File: src/rtl/alu_arbiter_pkg.sv
// Shared word size, ALU op codes and FSM state encoding for the two-requester ALU arbiter.
package alu_arbiter_pkg;

  localparam int unsigned WORD_SIZE = 16;
  localparam int unsigned OP_W      = 3;

  localparam logic [OP_W-1:0] OP_AND  = 3'b000;
  localparam logic [OP_W-1:0] OP_OR   = 3'b001;
  localparam logic [OP_W-1:0] OP_XOR  = 3'b010;
  localparam logic [OP_W-1:0] OP_LSL  = 3'b011;
  localparam logic [OP_W-1:0] OP_ADD  = 3'b100;
  localparam logic [OP_W-1:0] OP_MUL  = 3'b101;
  localparam logic [OP_W-1:0] OP_SUB  = 3'b110;
  localparam logic [OP_W-1:0] OP_PASS = 3'b111;

  typedef enum logic [1:0] {
    ST_IDLE  = 2'd0,
    ST_ISSUE = 2'd1,
    ST_WAIT  = 2'd2,
    ST_RESP  = 2'd3
  } state_e;

  // Only arithmetic ops refresh the ALU overflow flag; for the rest it is stale.
  function automatic logic op_has_ovf(input logic [OP_W-1:0] op);
    return (op == OP_ADD) || (op == OP_MUL) || (op == OP_SUB);
  endfunction

endpackage

File: src/rtl/alu_arb_pick.sv
// Two-way request picker: one-hot grant from the valids, pointer breaks ties.
module alu_arb_pick (
  input  logic [1:0] valid,
  input  logic       ptr,
  output logic [1:0] grant_c
);

  always_comb begin
    grant_c = 2'b00;
    if (valid == 2'b11) begin
      grant_c = ptr ? 2'b10 : 2'b01;
    end else begin
      grant_c = valid;
    end
  end

endmodule

File: src/rtl/alu_arbiter.sv
// Shares one registered ALU between two requesters; one operation in flight at a time.
// ALU_ARB_RR_EN defined: round-robin arbitration; undefined: requester 0 has fixed priority.
module alu_arbiter #(
  parameter int unsigned WORD_SIZE = alu_arbiter_pkg::WORD_SIZE
) (
  input  logic                               clk,
  input  logic                               rst_n,
  input  logic [1:0]                         req_valid,
  output logic [1:0]                         req_ready,
  input  logic [alu_arbiter_pkg::OP_W-1:0]   req_op0,
  input  logic [alu_arbiter_pkg::OP_W-1:0]   req_op1,
  input  logic [WORD_SIZE-1:0]               req_a0,
  input  logic [WORD_SIZE-1:0]               req_b0,
  input  logic [WORD_SIZE-1:0]               req_a1,
  input  logic [WORD_SIZE-1:0]               req_b1,
  output logic [1:0]                         rsp_valid,
  input  logic [1:0]                         rsp_ready,
  output logic [WORD_SIZE-1:0]               rsp_result,
  output logic                               rsp_zero,
  output logic                               rsp_ovf,
  output logic [WORD_SIZE-1:0]               alu_in1,
  output logic [WORD_SIZE-1:0]               alu_in2,
  output logic [alu_arbiter_pkg::OP_W-1:0]   alu_ctrl,
  output logic                               alu_enable,
  input  logic [WORD_SIZE-1:0]               alu_result,
  input  logic                               alu_zero,
  input  logic                               alu_overflow
);
  import alu_arbiter_pkg::*;

  state_e     state_q;
  state_e     state_d;
  logic       grant_q;
  logic       take_c;
  logic       pick_ptr;
  logic [1:0] pick_c;

  alu_arb_pick u_pick (
    .valid   (req_valid),
    .ptr     (pick_ptr),
    .grant_c (pick_c)
  );

`ifdef ALU_ARB_RR_EN
  // Preferred requester flips to the other one after every grant.
  logic ptr_q;

  always_ff @(posedge clk) begin
    if (!rst_n) begin
      ptr_q <= 1'b0;
    end else if (take_c) begin
      ptr_q <= ~pick_c[1];
    end
  end

  assign pick_ptr = ptr_q;
`else
  assign pick_ptr = 1'b0;
`endif

  always_ff @(posedge clk) begin
    if (!rst_n) begin
      state_q <= ST_IDLE;
    end else begin
      state_q <= state_d;
    end
  end

  // Next state; req_ready is a same-cycle grant, only ever raised in IDLE.
  always_comb begin
    state_d   = state_q;
    req_ready = 2'b00;
    take_c    = 1'b0;
    case (state_q)
      ST_IDLE: begin
        if (rst_n && (pick_c != 2'b00)) begin
          req_ready = pick_c;
          take_c    = 1'b1;
          state_d   = ST_ISSUE;
        end
      end
      ST_ISSUE: state_d = ST_WAIT;
      ST_WAIT:  state_d = ST_RESP;
      ST_RESP: begin
        if (rsp_ready[grant_q]) begin
          state_d = ST_IDLE;
        end
      end
      default:  state_d = ST_IDLE;
    endcase
  end

  // Operand latch doubles as the ALU drive; it holds until the next grant.
  always_ff @(posedge clk) begin
    if (!rst_n) begin
      grant_q    <= 1'b0;
      alu_ctrl   <= OP_AND;
      alu_in1    <= '0;
      alu_in2    <= '0;
      alu_enable <= 1'b0;
    end else begin
      alu_enable <= (state_d == ST_ISSUE);
      if (take_c) begin
        grant_q  <= pick_c[1];
        alu_ctrl <= pick_c[1] ? req_op1 : req_op0;
        alu_in1  <= pick_c[1] ? req_a1 : req_a0;
        alu_in2  <= pick_c[1] ? req_b1 : req_b0;
      end
    end
  end

  always_ff @(posedge clk) begin
    if (!rst_n) begin
      rsp_valid  <= 2'b00;
      rsp_result <= '0;
      rsp_zero   <= 1'b0;
      rsp_ovf    <= 1'b0;
    end else begin
      rsp_valid <= (state_d == ST_RESP) ? {grant_q, ~grant_q} : 2'b00;
      if (state_q == ST_WAIT) begin
        rsp_result <= alu_result;
        rsp_zero   <= alu_zero;
        rsp_ovf    <= alu_overflow & op_has_ovf(alu_ctrl);
      end
    end
  end

endmodule

File: config.mk
export PLATFORM = sky130hd
export DESIGN_NAME = alu_arbiter
export DESIGN_NICKNAME = d
export VERILOG_FILES = /design/src/rtl/alu_arbiter_pkg.sv /design/src/rtl/alu_arb_pick.sv /design/src/rtl/alu_arbiter.sv
export SDC_FILE = /design/constraint.sdc
export NUM_CORES = 1
export LEC_CHECK = 0
export ABC_AREA = 1
export CAP_MARGIN = 0
export CELL_PAD_IN_SITES_DETAIL_PLACEMENT = 0
export CELL_PAD_IN_SITES_GLOBAL_PLACEMENT = 1
export CORE_MARGIN = 10
export CORE_UTILIZATION = 25
export DETAILED_ROUTE_END_ITERATION = 8
export PLACE_DENSITY_LB_ADDON = 0.1
export REMOVE_ABC_BUFFERS = 1
export SYNTH_ARGS = -nofsm -noshare
export SYNTH_HDL_FRONTEND = slang
export SYNTH_HIERARCHICAL = 1
export SYNTH_SLANG_ARGS = --single-unit
File: constraint.sdc
create_clock -name clk -period 1.5 [get_ports clk]
set_input_delay 0.3 -clock clk [delete_from_list [all_inputs] [get_ports clk]]
set_output_delay 0.3 -clock clk [all_outputs]
set_load 0.005 [all_outputs]
==> impl_metrics.yaml <==
clocking:
  cts_buffers: 9
  clock_sinks: 59
  cts_tree: "built"
  htreeDepth: 3
  insertion_delay_ps: 330
  cts_root_buf: "clkbuf_8"
  clockBufferDepth: 2
  cts.clk_slew.worst_paths_ps: 70
cells_and_area:
  final_nets: 699
  area_growth_pct: 68.1
  final_cell_mix: "180 x nand2_1, 109 x nor2_1, 94 x clkdlybuf4s50_1, 57 x dfxtp_1, 43 x inv_1"
  final_area_sq_mm: 0.00465
  num_antenna_cells: 0
  final_common_cell: "nand2_1"
  multi_input_area_sq_mm: 0.00128
  drive_above_1_share_pct: 7.21
  fillers: 1142
  seq_area_sq_mm: 0.00118
setup_path:
  r2r_start: "state_q[0]"
  path_delay_family: "flip-flops"
  required_ps: 1200
  crit_type: "register to output port"
  path_cells: "nor2_1, buf_4, nand3_4, nor2_4, buf_6"
  reg2reg_to: "alu_in2[8]"
  max_stage_delay_ps: 320
  arrival_ps: 1180
  path_buf_inv: 2
  rr_worst_depth: 7
  slowest_stage: "dfxtp_2"
  cp_max_fo: 3
  r2r_setup_slack_ps: 130
  cp-end-kind: "output port"
  critPathLaunchType: "register"
global_route:
  grt_pass1_wl_um: 15300
  grt_max_degree: 74
  antenna_found_initial: 0
  grt.overflow.total: 0
  grt_pass1_vias: 2928
  grt_usage_pct: 11.8
timing:
  final.setup.worst_slack_ps: 20.4
  hold_ws_ps: 459
  finalHoldViolations: 0
  skew_ps: 5.81
  setup_viol: 0
  layout_min_cycle_time_ps: 1480
  rsz0062_at_grt: "true"
  max_clock_freq_ghz: 0.676
  drv_slew: 0
  timing.final.crit_share_pct: 98.6
placed_design:
  dp_hpwl_um: 7010
  placed_cell_area_sq_mm: 0.00439
  gp_congestion: 0.763
  dp_slack_ps: -635
  port_buffers: 151
pwr:
  power_density_mw_per_mm2: 1040
  peakVddDrop_mv: 0.378
  leakagePower_nw: 2.67
routing:
  drc: 0
  ant_nets: 0
  drt_wl_total_um: 9680
  drt_iter0_markers: 109
  vias_per_cell: 3.99
  vias: 2991
  wl_per_cell_um: 12.9
  drt_first_pass_iters: 4
yosys:
  ys_seq_area_share_pct: 42.7
  synth.distinct_cells: 14
  syn-cell-area_sq_mm: 0.00277
  synth_warnings: 6
  syn_area_per_cell_sq_um: 6.10
  syn_inst: 453
  ys_ff_latch: 59
hold_path:
  min_path_cells: 5
  hp-class: "primary input to register"
  worstHoldStart: "rst_n"
  hold_path_end: "grant_q"
die:
  die_x_um: 125
  die-area_sq_mm: 0.0157
  die_h_um: 125
  core_area_sq_mm: 0.0108
  start_util_pct: 25.5
  boundaryPins: 152
  core.rowCount: 38
status:
  status: "completed"
flow_run:
  max_cap_viol_count: 0
==> metrics by stage <==
step	std cells	power (mW)	util [%]	setup TNS (ps)
2_1_floorplan	429	2.44	-	-68130
3_3_place_gp	733	3.27	40.5	-23210
3_5_place_dp	733	3.29	40.5	-23790
4_1_cts	749	4.92	42.2	-52.5
5_1_grt	750	5.16	42.9	-1030
6_report	750	4.82	42.9	0
==> registers in the layout (all words and copies together), names as in the netlist <==
name / cells
rsp_zero: 1
alu_ctrl: 3
alu_in1: 16
grant_q: 1
alu_in2: 16
rsp_result: 16
state_q: 2
alu_enable: 1
rsp_valid: 2
rsp_ovf: 1
==> worst max path at each step <==
stage	to	slack, ps	depth (start not counted)	startpoint
final	req_ready[1]	20	5	state_q[1]
after floorplan	req_ready[1]	-1940	7	req_valid[0]
after global placement	req_ready[1]	-620	8	req_valid[0]
after global routing	alu_in1[12]	-70	11	req_valid[0]
after CTS	req_ready[1]	-50	5	state_q[1]
after detailed placement	req_ready[1]	-630	8	req_valid[0]
==> synth_stat cells <==
cell type	count	area (sq um)
nand2_1	182	683
inv_2	3	11.3
o21ai_1	1	5.00
clkbuf_1	6	22.5
a21oi_1	2	10.0
dfxtp_1	59	1180
o21ai_0	19	95.1
inv_1	44	165
buf_2	7	35.0
nor2_1	110	413
nand3_1	7	35.0
buf_4	8	60.1
conb_1	1	3.75
buf_6	4	45.0
==> area by class of cell <==
class                      instances  share of cell area, %
timing repair buffer             165                   34.5
multi-input combinational        323                   27.6
sequential                        59                   25.5
inverter                          47                   3.80
tap                              140                   3.77
clock buffer                      12                   3.34
clock inverter                     4                   1.56
==> what timing repair did <==
item / 4_1_cts / 5_1_grt
resized for setup: 53 / 22
setup endpoints to repair: 77 / 35
setup buffers: 0 / 1
pin swaps: 4 / 2
hold buffers: 0 / 0
==> layer usage <==
metal  vias up  GRT usage (%)  wire (um)
met5         -              0          0
met4         0           3.86        105
met3         8           6.17       1050
met2       100           18.5       4270
met1      1259           13.6       4250
li1       1624              -          -
==> worst min-delay path, stage by stage <==
cell and delay (ps):
buf_2 140, nand3_2 90, buf_4 100, nand3_1 50
o21ai_1 70
==> logic make-up after synthesis <==
| kind of cell | synth area share (%) |
|---|---|
| AOI/OAI and AO/OA | 3.98 |
| buffers and inverters | 12.3 |
| DFF | 42.7 |
| other | 0.136 |
| and+or+nand+nor | 40.9 |
==> power by group <==
part | switching, mW | internal [mW] | total, mW
logic | 0.618 | 0.664 | 1.28
clock network | 0.651 | 1.02 | 1.68
registers | 0.0915 | 1.77 | 1.86
Power figures use the tool's default switching activity.
